### config.mk
export PLATFORM = sky130hd
export DESIGN_NAME = pin_entry_collector_flat
export DESIGN_NICKNAME = d
export VERILOG_FILES = /design/src/rtl/pin_entry_collector_pkg.sv /design/src/rtl/pin_entry_collector_if.sv /design/src/rtl/pin_entry_collector_timer.sv /design/src/rtl/pin_entry_collector.sv /design/src/flat_wrapper.sv
export SDC_FILE = /design/constraint.sdc
export NUM_CORES = 1
export LEC_CHECK = 0
export ABC_AREA = 1
export BUFFER_PORTS_ARGS = -buffer_cell sky130_fd_sc_hd__buf_4
export CAP_MARGIN = 5
export CELL_PAD_IN_SITES_DETAIL_PLACEMENT = 1
export CELL_PAD_IN_SITES_GLOBAL_PLACEMENT = 1
export CORE_ASPECT_RATIO = 1.4
export CORE_MARGIN = 8
export CORE_UTILIZATION = 30
export CTS_CLUSTER_SIZE = 16
export DETAILED_ROUTE_END_ITERATION = 10
export PLACE_DENSITY = 0.57
export REMOVE_ABC_BUFFERS = 1
export SLEW_MARGIN = 20
export SYNTH_ARGS = -nofsm -noshare
export SYNTH_HDL_FRONTEND = slang
export SYNTH_SLANG_ARGS = --single-unit
### constraint.sdc
create_clock -name clk -period 3 [get_ports clk]
set_input_delay 0.15 -clock clk [delete_from_list [all_inputs] [get_ports clk]]
set_output_delay 0.15 -clock clk [all_outputs]
set_load 0.01 [all_outputs]
### src/rtl/pin_entry_collector_pkg.sv
// Shared definitions for the PIN entry collector: key codes, PIN width and
// the one-hot state encoding used by the collector FSM.
package pin_entry_pkg;

    localparam int PASS_W = 8;

    localparam logic [3:0] KEY_MAX_DIGIT = 4'h9;
    localparam logic [3:0] KEY_CLEAR     = 4'hA;
    localparam logic [3:0] KEY_ENTER     = 4'hB;

    typedef enum logic [3:0] {
        IDLE       = 4'b0001,
        WAIT_D1    = 4'b0010,
        WAIT_D2    = 4'b0100,
        WAIT_ENTER = 4'b1000
    } state_t;

endpackage

### src/rtl/pin_entry_collector_if.sv
// Keypad/sensor inputs and PIN presentation outputs of the entry collector.
// The slave side is the collector, the master side is whoever drives keys.
interface pin_entry_if;
    import pin_entry_pkg::*;

    logic              sensorA;
    logic              key_valid;
    logic [3:0]        key_code;
    logic [PASS_W-1:0] pass;
    logic              pass_valid;
    logic              entry_error;
    logic [1:0]        digit_count;

    modport master (
        output sensorA, key_valid, key_code,
        input  pass, pass_valid, entry_error, digit_count
    );

    modport slave (
        input  sensorA, key_valid, key_code,
        output pass, pass_valid, entry_error, digit_count
    );

endinterface

### src/rtl/pin_entry_collector_timer.sv
// Inactivity down-counter: reloads on clear, counts while enabled and flags
// expiry when it reaches zero, reloading itself so the flag lasts one cycle.
module pin_entry_timer #(
    parameter int TIMEOUT_CYCLES = 1000,
    parameter int TIMER_W        = $clog2(TIMEOUT_CYCLES)
) (
    input  logic clk,
    input  logic rst_n,
    input  logic clear,
    input  logic enable,
    output logic expired
);

    localparam logic [TIMER_W-1:0] RELOAD = TIMER_W'(TIMEOUT_CYCLES - 1);

    logic [TIMER_W-1:0] count;

    always_ff @(posedge clk or negedge rst_n) begin
        if (!rst_n) begin
            count <= '0;
        end else if (clear) begin
            count <= RELOAD;
        end else if (enable) begin
            if (count == '0) begin
                count <= RELOAD;
            end else begin
                count <= count - 1'b1;
            end
        end
    end

    // Expiry must not depend on clear: clear is derived from the FSM next state.
    assign expired = enable && (count == '0);

endmodule

### src/rtl/pin_entry_collector.sv
// Collects two keypad digits as packed BCD while a car is at the entry and
// presents them on Enter; malformed or abandoned entries pulse entry_error.
//
// state      | meaning
// -----------+------------------------------------------------------
// IDLE       | no car at entry, keys ignored
// WAIT_D1    | armed, buffer empty, waiting for first digit
// WAIT_D2    | first digit in buffer[7:4], inactivity timer running
// WAIT_ENTER | both digits buffered, waiting for Enter, timer running
module pin_entry_collector
    import pin_entry_pkg::*;
#(
    parameter int TIMEOUT_CYCLES = 1000,
    parameter int TIMER_W        = $clog2(TIMEOUT_CYCLES)
) (
    input  logic       clk,
    input  logic       rst_n,
    pin_entry_if.slave entry
);

    state_t            state, state_nxt;
    logic [PASS_W-1:0] buffer, buffer_nxt;
    logic [PASS_W-1:0] pass_q, pass_nxt;
    logic              pass_valid_q, pass_valid_nxt;
    logic              entry_error_q, entry_error_nxt;
    logic [1:0]        count_q, count_nxt;

    logic is_digit, is_clear, is_enter, key_accepted;
    logic timer_enable, timer_clear, timer_expired;

    assign is_digit     = entry.key_valid && (entry.key_code <= KEY_MAX_DIGIT);
    assign is_clear     = entry.key_valid && (entry.key_code == KEY_CLEAR);
    assign is_enter     = entry.key_valid && (entry.key_code == KEY_ENTER);
    assign key_accepted = is_digit || is_clear || is_enter;

    assign timer_enable = (state == WAIT_D2) || (state == WAIT_ENTER);
    assign timer_clear  = key_accepted || (state_nxt != state) || !timer_enable;

    pin_entry_timer #(
        .TIMEOUT_CYCLES (TIMEOUT_CYCLES),
        .TIMER_W        (TIMER_W)
    ) u_timer (
        .clk     (clk),
        .rst_n   (rst_n),
        .clear   (timer_clear),
        .enable  (timer_enable),
        .expired (timer_expired)
    );

    always_ff @(posedge clk or negedge rst_n) begin
        if (!rst_n) begin
            state         <= IDLE;
            buffer        <= '0;
            pass_q        <= '0;
            pass_valid_q  <= 1'b0;
            entry_error_q <= 1'b0;
            count_q       <= 2'd0;
        end else begin
            state         <= state_nxt;
            buffer        <= buffer_nxt;
            pass_q        <= pass_nxt;
            pass_valid_q  <= pass_valid_nxt;
            entry_error_q <= entry_error_nxt;
            count_q       <= count_nxt;
        end
    end

    always_comb begin
        state_nxt       = state;
        buffer_nxt      = buffer;
        pass_nxt        = pass_q;
        count_nxt       = count_q;
        pass_valid_nxt  = 1'b0;
        entry_error_nxt = 1'b0;

        // Car leaving outranks any key or timeout; pass keeps its last value.
        if (state != IDLE && !entry.sensorA) begin
            state_nxt  = IDLE;
            buffer_nxt = '0;
            count_nxt  = 2'd0;
        end else begin
            unique case (state)
                IDLE: begin
                    if (entry.sensorA) state_nxt = WAIT_D1;
                end
                WAIT_D1: begin
                    if (is_digit) begin
                        buffer_nxt = {entry.key_code, 4'h0};
                        count_nxt  = 2'd1;
                        state_nxt  = WAIT_D2;
                    end else if (is_enter) begin
                        entry_error_nxt = 1'b1;
                    end else if (is_clear) begin
                        buffer_nxt = '0;
                    end
                end
                WAIT_D2: begin
                    if (is_digit) begin
                        buffer_nxt = {buffer[7:4], entry.key_code};
                        count_nxt  = 2'd2;
                        state_nxt  = WAIT_ENTER;
                    end else if (is_enter || is_clear || timer_expired) begin
                        entry_error_nxt = !is_clear;
                        buffer_nxt      = '0;
                        count_nxt       = 2'd0;
                        state_nxt       = WAIT_D1;
                    end
                end
                WAIT_ENTER: begin
                    if (is_enter) begin
                        pass_nxt       = buffer;
                        pass_valid_nxt = 1'b1;
                        buffer_nxt     = '0;
                        count_nxt      = 2'd0;
                        state_nxt      = WAIT_D1;
                    end else if (is_digit) begin
                        entry_error_nxt = 1'b1;
                    end else if (is_clear || timer_expired) begin
                        entry_error_nxt = !is_clear;
                        buffer_nxt      = '0;
                        count_nxt       = 2'd0;
                        state_nxt       = WAIT_D1;
                    end
                end
                default: begin
                    state_nxt  = IDLE;
                    buffer_nxt = '0;
                    count_nxt  = 2'd0;
                end
            endcase
        end
    end

    assign entry.pass        = pass_q;
    assign entry.pass_valid  = pass_valid_q;
    assign entry.entry_error = entry_error_q;
    assign entry.digit_count = count_q;

endmodule

### src/flat_wrapper.sv
// flat-port wrapper written by rule: the top's interface ports become plain ports
module pin_entry_collector_flat import pin_entry_pkg::*;
#(
    parameter int TIMEOUT_CYCLES = 1000,
    parameter int TIMER_W        = $clog2(TIMEOUT_CYCLES)
)
  (clk, rst_n, entry_sensorA, entry_key_valid, entry_key_code, entry_pass, entry_pass_valid, entry_entry_error, entry_digit_count);
  pin_entry_if entry_i ();
  input  logic clk;
  input  logic rst_n;
  input wire logic [$bits(entry_i.sensorA)-1:0] entry_sensorA;
  input wire logic [$bits(entry_i.key_valid)-1:0] entry_key_valid;
  input wire logic [$bits(entry_i.key_code)-1:0] entry_key_code;
  output wire logic [$bits(entry_i.pass)-1:0] entry_pass;
  output wire logic [$bits(entry_i.pass_valid)-1:0] entry_pass_valid;
  output wire logic [$bits(entry_i.entry_error)-1:0] entry_entry_error;
  output wire logic [$bits(entry_i.digit_count)-1:0] entry_digit_count;
  assign entry_i.sensorA = entry_sensorA;
  assign entry_i.key_valid = entry_key_valid;
  assign entry_i.key_code = entry_key_code;
  assign entry_pass = entry_i.pass;
  assign entry_pass_valid = entry_i.pass_valid;
  assign entry_entry_error = entry_i.entry_error;
  assign entry_digit_count = entry_i.digit_count;
  pin_entry_collector #(.TIMEOUT_CYCLES(TIMEOUT_CYCLES), .TIMER_W(TIMER_W)) u_core (.clk(clk), .rst_n(rst_n), .entry(entry_i));
endmodule
==> results of run 1 <==
## final timing paths
path | end | from | depth (start not counted) | slack (ns)
max in group asynchronous | u_core.state[0]$_DFF_PN1_ | rst_n | 2 | 2.31
setup / recovery | u_core.buffer[2]$_DFFE_PN0P_ | u_core.state[0]$_DFF_PN1_ | 8 | 1.16
hold reg to reg | u_core.entry.pass[3]$_DFFE_PN0P_ | u_core.buffer[3]$_DFFE_PN0P_ | 2 | 0.48
hold / removal | u_core.state[0]$_DFF_PN1_ | entry_sensorA | 2 | 0.05
min in group asynchronous | u_core.entry.digit_count[0]$_DFFE_PN0P_ | rst_n | 2 | 0.35
setup reg to reg | u_core.buffer[2]$_DFFE_PN0P_ | u_core.state[0]$_DFF_PN1_ | 8 | 1.16
## cells in the final DEF (no fill, tap or decap), drive strengths merged
cell type,instances
a21oi,6
a31oi,1
buf,19
bufinv,1
clkbuf,6
dfrtp,33
dfstp,1
dlygate4sd3,1
ha,2
inv,27
nand2,81
nand3,16
nand3b,1
nand4,8
nor2,36
nor3,2
nor4,1
o21ai,14
o22ai,1
xnor2,1
xor2,3
## synth_stat cells, drive strengths merged (2+ instances only)
| cell | n |
|---|---|
| a21oi | 6 |
| dfrtp | 33 |
| ha | 2 |
| inv | 27 |
| nand2 | 81 |
| nand3 | 16 |
| nand4 | 8 |
| nor2 | 36 |
| nor3 | 2 |
| o21ai | 14 |
| xor2 | 3 |
## flip-flops by register name, indices dropped and copies added (netlist names)
name and flops:
u_core.u_timer.count 10, u_core.entry.pass 8, u_core.buffer 8, u_core.entry.pass_valid 1, u_core.entry.digit_count 2, u_core.state 4, u_core.entry.entry_error 1
## kinds of logic (layout without fill, tap and decap cells)
| logic type | count (synthesis) | after routing |
|---|---|---|
| and+or+nand+nor | 145 | 145 |
| DFF | 34 | 34 |
| buffers and inverters | 27 | 54 |
| AOI/OAI and AO/OA | 22 | 22 |
| xor gates and xnor gates | 4 | 4 |
| adders and majority gates | 2 | 2 |
## routing by layer
| layer | up-vias | wire (um) |
|---|---|---|
| li1 | 792 | - |
| met1 | 748 | 1990 |
| met2 | 20 | 2790 |
| met3 | 4 | 103 |
| met4 | 0 | 53 |
| met5 | - | 0 |
## metrics by stage
| stage | worst slack (ns) | total power [mW] | hold WS, ns |
|---|---|---|---|
| global route | 0.956 | 1.25 | 0.0493 |
| CTS | 1.16 | 1.21 | 0.0372 |
| global placement | 1.16 | 0.764 | 0.137 |
| floorplan | 1.54 | 0.683 | -0.146 |
| finish | 1.16 | 1.19 | 0.0479 |
| detailed placement | 1.18 | 0.764 | 0.142 |
## worst max-delay path, cell delays in order, from the launching register on
cell and delay [ns]:
dfstp_2 0.59, nand3_1 0.14, nand2_1 0.25, inv_1 0.16
nor2_1 0.21, o21ai_2 0.10, nand2_1 0.16, nand2_1 0.08
o21ai_0 0.07
## cell type report
class,instances,area share
flip-flops and latches,34,0.394
repair buffers,20,0.0706
clock inverters,1,0.0139
multi-input cells,173,0.396
clock buffers,6,0.0382
inverters,27,0.0469
well taps,70,0.0405
## repair_timing
item / CTS / global route
hold buffers: 1 / 0
hold endpoints to repair: 33 / 0
setup endpoints to repair: 0 / 0
## power breakdown
part / total (mW) / internal [mW] / switching [mW]
combinational: 0.249 / 0.0742 / 0.174
clock: 0.436 / 0.266 / 0.170
sequential: 0.502 / 0.480 / 0.0222
total: 1.19 / 0.820 / 0.367
==> impl_metrics.toml, run 1 <==
[outcome]
status = "finished clean"

[global_routing]
grt_pass1_vias = 1689
grt_usage = 0.125
antenna_found_initial = 0
busiest_layer = "met2"
grtUsageMet3 = 0.0234
grt_max_degree = 35
overflow = 0
grt_pass1_wl_um = 8400
met1_usage = 0.128
use_met2 = 0.240

[power]
vdd_drop_max_v = 0.000257
powerDensity_mw_per_mm2 = 549
leakage_nw = 1.08

[final_layout]
diodes = 0
syn_to_final_growth_pct = 19.5
drive_gt1_frac = 0.192
fin_util = 0.369
nFillCells = 746
fin_cells = 331
final_area_mm2 = 0.00216
fin_nets = 271
multi_input_area_um2 = 856
seq_area_um2 = 852

[yosys]
synth_xor_area_frac = 0.0194
syn_inst = 234
yosysWarnings = 0
synth_compound_area_frac = 0.0726
netlist.area_leader.share = 0.456
synth.cell_area_mm2 = 0.00181
muxShareOfSynthArea = 0
synth_simple_gate_area_frac = 0.367
syn_avg_cell_area_um2 = 7.73
synth_edf_count = 0
yosys-top-cells-area = "dfrtp_1 (46%), nand2_1 (15%), nor2_1 (6.4%), inv_1 (5.0%), nand3_1 (3.9%)"
synth_top_area_cell = "dfrtp_1"
synth-adder-area-share = 0.0138
ys_ff_latch = 34
seq_area_frac_synth = 0.471
synth_cell_types = 28
synth_top_family_by_area = "simple AND/OR/NAND/NOR gates"
synth_top_flop_cell = "dfrtp_1"
synthArstFlopShare = 1.00

[sta]
final-max-slew-violation-count = 0
max_clock_freq_mhz = 544
fin_crit_sh = 0.613
rsz0062_at_grt = "no"
worstMarginPinSlew_ns = 0.451
fin_skew_ns = 0.00273
min_period_ns = 1.84
setup_viol = 0
setup-tns-final_ns = 0
relSlewSlack = 0.697
hold_viol_final = 0

[floorplan]
start_util = 0.309
io_pins = 20
rows = 33
fp.dieArea_mm2 = 0.00881
die_h_um = 108
die_w_um = 81.6
core_area_mm2 = 0.00586

[clock_network]
cts_buffers = 5
clk_pin_slew_worst_paths_ns = 0.07
clock-root-buffer = "clkbuf_8"
cts.sinks = 34
cts_tree = "done"
clock_path_buffers = 2
cts_resized = 0
cts_setup_buffers = 0
clk_latency_ns = 0.28
cts_htree_levels = 2

[placed_design]
place_inst = 323
gp_congestion = 0.785
postPlaceCellArea_mm2 = 0.00204
port-buffer-count = 19
dp_hpwl_um = 3910

[hold_path]
hold_class = "in -> reg"

[critical_path]
cp-end-kind = "flop"
crit_type = "reg -> reg"
crit_required_ns = 3.21
cp_max_fo = 6
startpoint_type = "flop"
worstPathArrival_ns = 2.05

[detailed_routing]
drt_drc_violations_left = 0
drt_iter0_markers = 50
routed_wl_um = 4940
num_vias = 1564
ant_nets = 0
dr.pass1.iters = 4
viasPerCell = 4.73
routedWlPerCell_um = 14.9

[run]
maxCapViolCount = 0
(Power assumes the default switching activity.)
==> run 2: changes to the inputs <==
PLACE_DENSITY = 0.59   (was 0.57)
clock period = 1.5 ns   (was 3 ns; I/O delays follow)
==> impl_metrics.toml, run 2 (synthesis results as in run 1) <==
[sta]
fin_crit_sh = 1.06
fin_skew_ns = 0.00962
hold_viol_final = 0
min_period_ns = 1.59
worstMarginPinSlew_ns = 0.449
setup_viol = 26
finalWorstSetupSlack_ns = -0.0904
rsz0062_at_grt = "yes"
final-max-slew-violation-count = 0
max_clock_freq_mhz = 629
relSlewSlack = 0.701

[run]
maxCapViolCount = 0

[final_layout]
largest_reg_flops = 10
fin_nets = 330
final_common_cell = "buf_4"
syn_to_final_growth_pct = 52.4
top_register = "u_core.u_timer.count"
final_cell_mix = "buf_4 (73), nand2_1 (61), dfrtp_1 (32), inv_1 (20)"
final_area_mm2 = 0.00276
drive_gt1_frac = 0.456
fin_util = 0.470
diodes = 0

[clock_network]
cts_htree_levels = 2
cts_tree = "done"
clock-root-buffer = "clkbuf_8"
clock_path_buffers = 2
cts.sinks = 34
clk_latency_ns = 0.29
cts_buffers = 5
clk_pin_slew_worst_paths_ns = 0.08

[floorplan]
rows = 33
fp.dieArea_mm2 = 0.00881
io_pins = 20
start_util = 0.309
die_w_um = 81.6
core_area_mm2 = 0.00586
die_h_um = 108

[critical_path]
worst-path-buf-inv = 0
timing.rr.end = "u_core.buffer[2]$_DFFE_PN0P_"
reg2reg_setup_slack_ns = -0.09
worstPathArrival_ns = 1.79
path_delay_family = "simple AND/OR/NAND/NOR gates"
crit_type = "reg -> reg"
worst_path_max_delay_cell = "dfstp_2"
crit_chain = "nor2_4 > nand2_4 > nand2_4 > nand3_2 > nand2_2 > nor2_4 > o21ai_2 > nand2_2 > nand2_1 > o21ai_0"
r2r-start = "u_core.state[0]$_DFF_PN1_"
cp-end-kind = "flop"
ff2ff_path_depth = 10
cp_max_fo = 5
startpoint_type = "flop"
crit_required_ns = 1.70
cp_slowest_stage_delay_ns = 0.60

[hold_path]
min_to = "u_core.buffer[5]$_DFFE_PN0P_"
whs_path_depth = 4
min_from = "entry_key_code[3]"
hold_class = "in -> reg"

[detailed_routing]
ant_nets = 0
num_vias = 1843
drt_drc_violations_left = 0
routedWlPerCell_um = 15.0
dr.pass1.iters = 4
drt_iter0_markers = 27
routed_wl_um = 5840
viasPerCell = 4.73

[global_routing]
grt_usage = 0.146
grt_max_degree = 35
grt_pass1_vias = 2055
grt_pass1_wl_um = 9970
busiest_layer = "met2"
use_met2 = 0.273
overflow = 0
grtUsageMet3 = 0.0284
met1_usage = 0.156
antenna_found_initial = 0

[power]
pwr-share-clk = 0.264
internal_power_mw = 1.62
p_sw_frac = 0.341
powerDensity_mw_per_mm2 = 892
switchingPower_mw = 0.840
p_seq_frac = 0.409
p_comb_frac = 0.327
vdd_drop_max_v = 0.000391
leakage_nw = 1.36

[outcome]
violations = "setup timing"
status = "finished, violations left"

[placed_design]
dp_hpwl_um = 4370
port-buffer-count = 19
postPlaceCellArea_mm2 = 0.00242
gp_congestion = 0.867
## run 2: changes by cell type in the layout (fill, tap and decap cells not counted), moves of 3 or more
cell,previous run,this run
nor2_4,1,5
o21ai_0,11,8
nand2_4,2,5
buf_4,19,73
nor2_2,4,14
nor2_1,31,17
inv_1,24,20
inv_2,3,7
nand2_2,7,17
nand2_1,72,61
nand3_1,14,10
## run 2: worst min-delay path, cell delays in order
cell and delay (ns):
buf_4 0.10, nor2_1 0.06, nand2_1 0.07, nand2_1 0.05
## run 2: power by group through the flow
stage                     clock network (mW)  logic, mW  registers, mW
after floorplan                            0      0.352           1.01
after global placement                     0      0.640           1.02
after detailed placement                   0      0.649           1.02
after CTS                              0.675      0.767           1.01
after global routing                   0.702      0.888           1.01
final                                  0.649      0.803           1.01
## run 2: area by class of cell
type	instances	area, um2
Tap cell	70	87.6
Clock buffer	5	68.8
Multi-Input combinational cell	175	1030
Sequential cell	34	853
Timing Repair Buffer	77	608
Fill cell	742	3110
Inverter	27	101
Clock inverter	2	10.0
## run 2: how the worst max path moves through the flow
stage / startpoint / endpoint / slack (ns) / depth (start not counted)
2_1_floorplan: u_core.state[0]$_DFF_PN1_ / u_core.buffer[7]$_DFFE_PN0P_ / 0.04 / 8
3_3_place_gp: u_core.state[0]$_DFF_PN1_ / u_core.buffer[0]$_DFFE_PN0P_ / -0.22 / 8
3_5_place_dp: u_core.state[0]$_DFF_PN1_ / u_core.buffer[0]$_DFFE_PN0P_ / -0.27 / 8
4_1_cts: u_core.state[0]$_DFF_PN1_ / u_core.buffer[0]$_DFFE_PN0P_ / -0.08 / 10
5_1_grt: u_core.state[0]$_DFF_PN1_ / u_core.buffer[0]$_DFFE_PN0P_ / -0.21 / 10
6_report: u_core.state[0]$_DFF_PN1_ / u_core.buffer[2]$_DFFE_PN0P_ / -0.09 / 10
## run 2: what timing repair did
action                     CTS  global route
setup buffers                5             4
resized for setup           34            17
cloned                       2             0
hold buffers                 2             0
setup endpoints to repair   30            33
hold endpoints to repair    34             0
pin swaps                   15            15
## run 2: per-layer routing
metal | wire length (um) | vias to the layer above
met3 | 156 | 10
met4 | 125 | 0
li1 | - | 916
met2 | 3370 | 24
met5 | 0 | -
met1 | 2190 | 893
## run 2: through the flow
stage          setup TNS [ns]  hold slack (ns)  std cells  power (mW)  setup WS [ns]
2_1_floorplan               0           -0.221        234        1.37         0.0441
5_1_grt                 -4.42            0.143        390        2.60         -0.213
3_3_place_gp            -3.59           0.0534        370        1.66         -0.218
4_1_cts                 -1.55           0.0994        386        2.45        -0.0827
3_5_place_dp            -4.73           0.0574        370        1.67         -0.266
6_report                -1.09            0.104        390        2.46        -0.0904
==> run 3: changes to the inputs <==
GPL_TIMING_DRIVEN = 0   (was not set)
==> impl_metrics.toml, run 3 (synthesis results as in run 1) <==
[global_routing]
grt_pass1_vias = 1951
grt_max_degree = 35
grt_pass1_wl_um = 9520
grt_usage = 0.140
antenna_found_initial = 0
overflow = 0

[detailed_routing]
dr.pass1.iters = 4
num_vias = 1750
viasPerCell = 4.93
drt_drc_violations_left = 0
drt_iter0_markers = 39
ant_nets = 0
routedWlPerCell_um = 16.5
routed_wl_um = 5870

[placed_design]
gp_congestion = 0.794
port-buffer-count = 19
place_inst = 323
post-place-ws_ns = -0.274
dp_hpwl_um = 3780

[sta]
holdWs_ns = 0.0781
rsz0062_at_grt = "yes"
min_period_ns = 1.64
setup-tns-final_ns = -2.05
fin_crit_sh = 1.10
hold_viol_final = 0
worstMarginPinSlew_ns = 0.494
final-max-slew-violation-count = 0
max_clock_freq_mhz = 609
setup_viol = 21
finalWorstSetupSlack_ns = -0.143
fin_skew_ns = 0.0108
relSlewSlack = 0.670

[power]
p_comb_frac = 0.346
leakage_nw = 1.24
internal_power_mw = 1.69
vdd_drop_max_v = 0.000584
pwr-share-clk = 0.275
switchingPower_mw = 0.979
p_sw_frac = 0.366
p_seq_frac = 0.379
powerDensity_mw_per_mm2 = 995

[floorplan]
fp.dieArea_mm2 = 0.00881
die_w_um = 81.6
rows = 33
core_area_mm2 = 0.00586
die_h_um = 108
io_pins = 20
start_util = 0.309

[clock_network]
clk_latency_ns = 0.29
cts.sinks = 34
cts_htree_levels = 2
cts_buffers = 5
clock-root-buffer = "clkbuf_8"
cts_tree = "done"
clk_pin_slew_worst_paths_ns = 0.08
clock_path_buffers = 2

[final_layout]
nFillCells = 705
fin_cells = 355
diodes = 0
fin_nets = 294
drive_gt1_frac = 0.446
top_register = "u_core.u_timer.count"
syn_to_final_growth_pct = 48.6
final_cell_mix = "nand2_1 (55), buf_4 (37), dfrtp_1 (29), inv_1 (18), nor2_1 (17)"
largest_reg_flops = 10
final_common_cell = "nand2_1"

[critical_path]
cp_max_fo = 5
worst-path-buf-inv = 0
cp-end-kind = "flop"
worstPathArrival_ns = 1.79
crit_required_ns = 1.65
reg2reg_setup_slack_ns = -0.14
cp_slowest_stage_delay_ns = 0.61
path_delay_family = "simple AND/OR/NAND/NOR gates"
startpoint_type = "flop"
worst_path_max_delay_cell = "dfstp_2"
crit_type = "reg -> reg"
crit_chain = "nor2_4 > nand3_4 > nand2_8 > nand3_4 > nand3_2 > nand2_2 > nand2_4 > nand2_8 > nand4_1"

[run]
maxCapViolCount = 0

[outcome]
status = "finished, violations left"
violations = "setup timing"

[hold_path]
hold_class = "in -> reg"
[run 3: tightest hold or removal path, cell delays in order]
cell,delay [ns]
buf_4,0.10
nor2_1,0.05
nand2_1,0.06
nand2_1,0.04
[run 3: final timing paths]
path,to,startpoint,cells past startpoint
worst max-delay path,u_core.u_timer.count[1]$_DFFE_PN0P_,u_core.state[0]$_DFF_PN1_,9
worst min-delay path,u_core.buffer[5]$_DFFE_PN0P_,entry_key_code[3],4
worst max register to register,u_core.u_timer.count[1]$_DFFE_PN0P_,u_core.state[0]$_DFF_PN1_,9
worst min register to register,u_core.buffer[1]$_DFFE_PN0P_,u_core.buffer[1]$_DFFE_PN0P_,2
max in group asynchronous,u_core.state[0]$_DFF_PN1_,rst_n,2
min in group asynchronous,u_core.state[3]$_DFF_PN0_,rst_n,2
[run 3: layer usage]
metal | GRT usage | share of wire | vias to the layer above
met4 | 0.0516 | 0.030 | 0
met3 | 0.0318 | 0.025 | 16
met1 | 0.150 | 0.39 | 850
met2 | 0.256 | 0.55 | 37
met5 | 0 | 0 | -
li1 | - | - | 847
[run 3: area by class of cell]
cell class              instances  area [um2]  share of cell area
flip-flops and latches         34         857               0.319
clock inverters                 2        12.5             0.00465
well taps                      70        87.6              0.0326
clock buffers                   6        82.6              0.0307
multi-input cells             176        1220               0.455
inverters                      27         108              0.0400
repair buffers                 40         318               0.118
[run 3: power by group through the flow]
stage / logic, mW / registers (mW) / clock network (mW)
6_report: 0.925 / 1.01 / 0.736
5_1_grt: 1.00 / 1.02 / 0.801
4_1_cts: 0.707 / 1.00 / 0.752
3_5_place_dp: 0.504 / 1.02 / 0
3_3_place_gp: 0.505 / 1.02 / 0
2_1_floorplan: 0.352 / 1.01 / 0
[run 3: per-stage QoR]
stage | instance area, um2 | power (mW) | utilization
after floorplan | 1810 | 1.37 | -
after global placement | 2040 | 1.52 | 0.348
after detailed placement | 2040 | 1.52 | 0.348
after CTS | 2430 | 2.46 | 0.414
after global routing | 2690 | 2.82 | 0.459
final | 2690 | 2.67 | 0.459
[run 3: repair_timing]
item	in CTS	in global routing
endpoints found under the setup margin	31	32
endpoints found under the hold margin	34	0
hold buffers	2	0
resized for setup	42	52
cloned	3	0
setup buffers	12	7
pin swaps	17	14
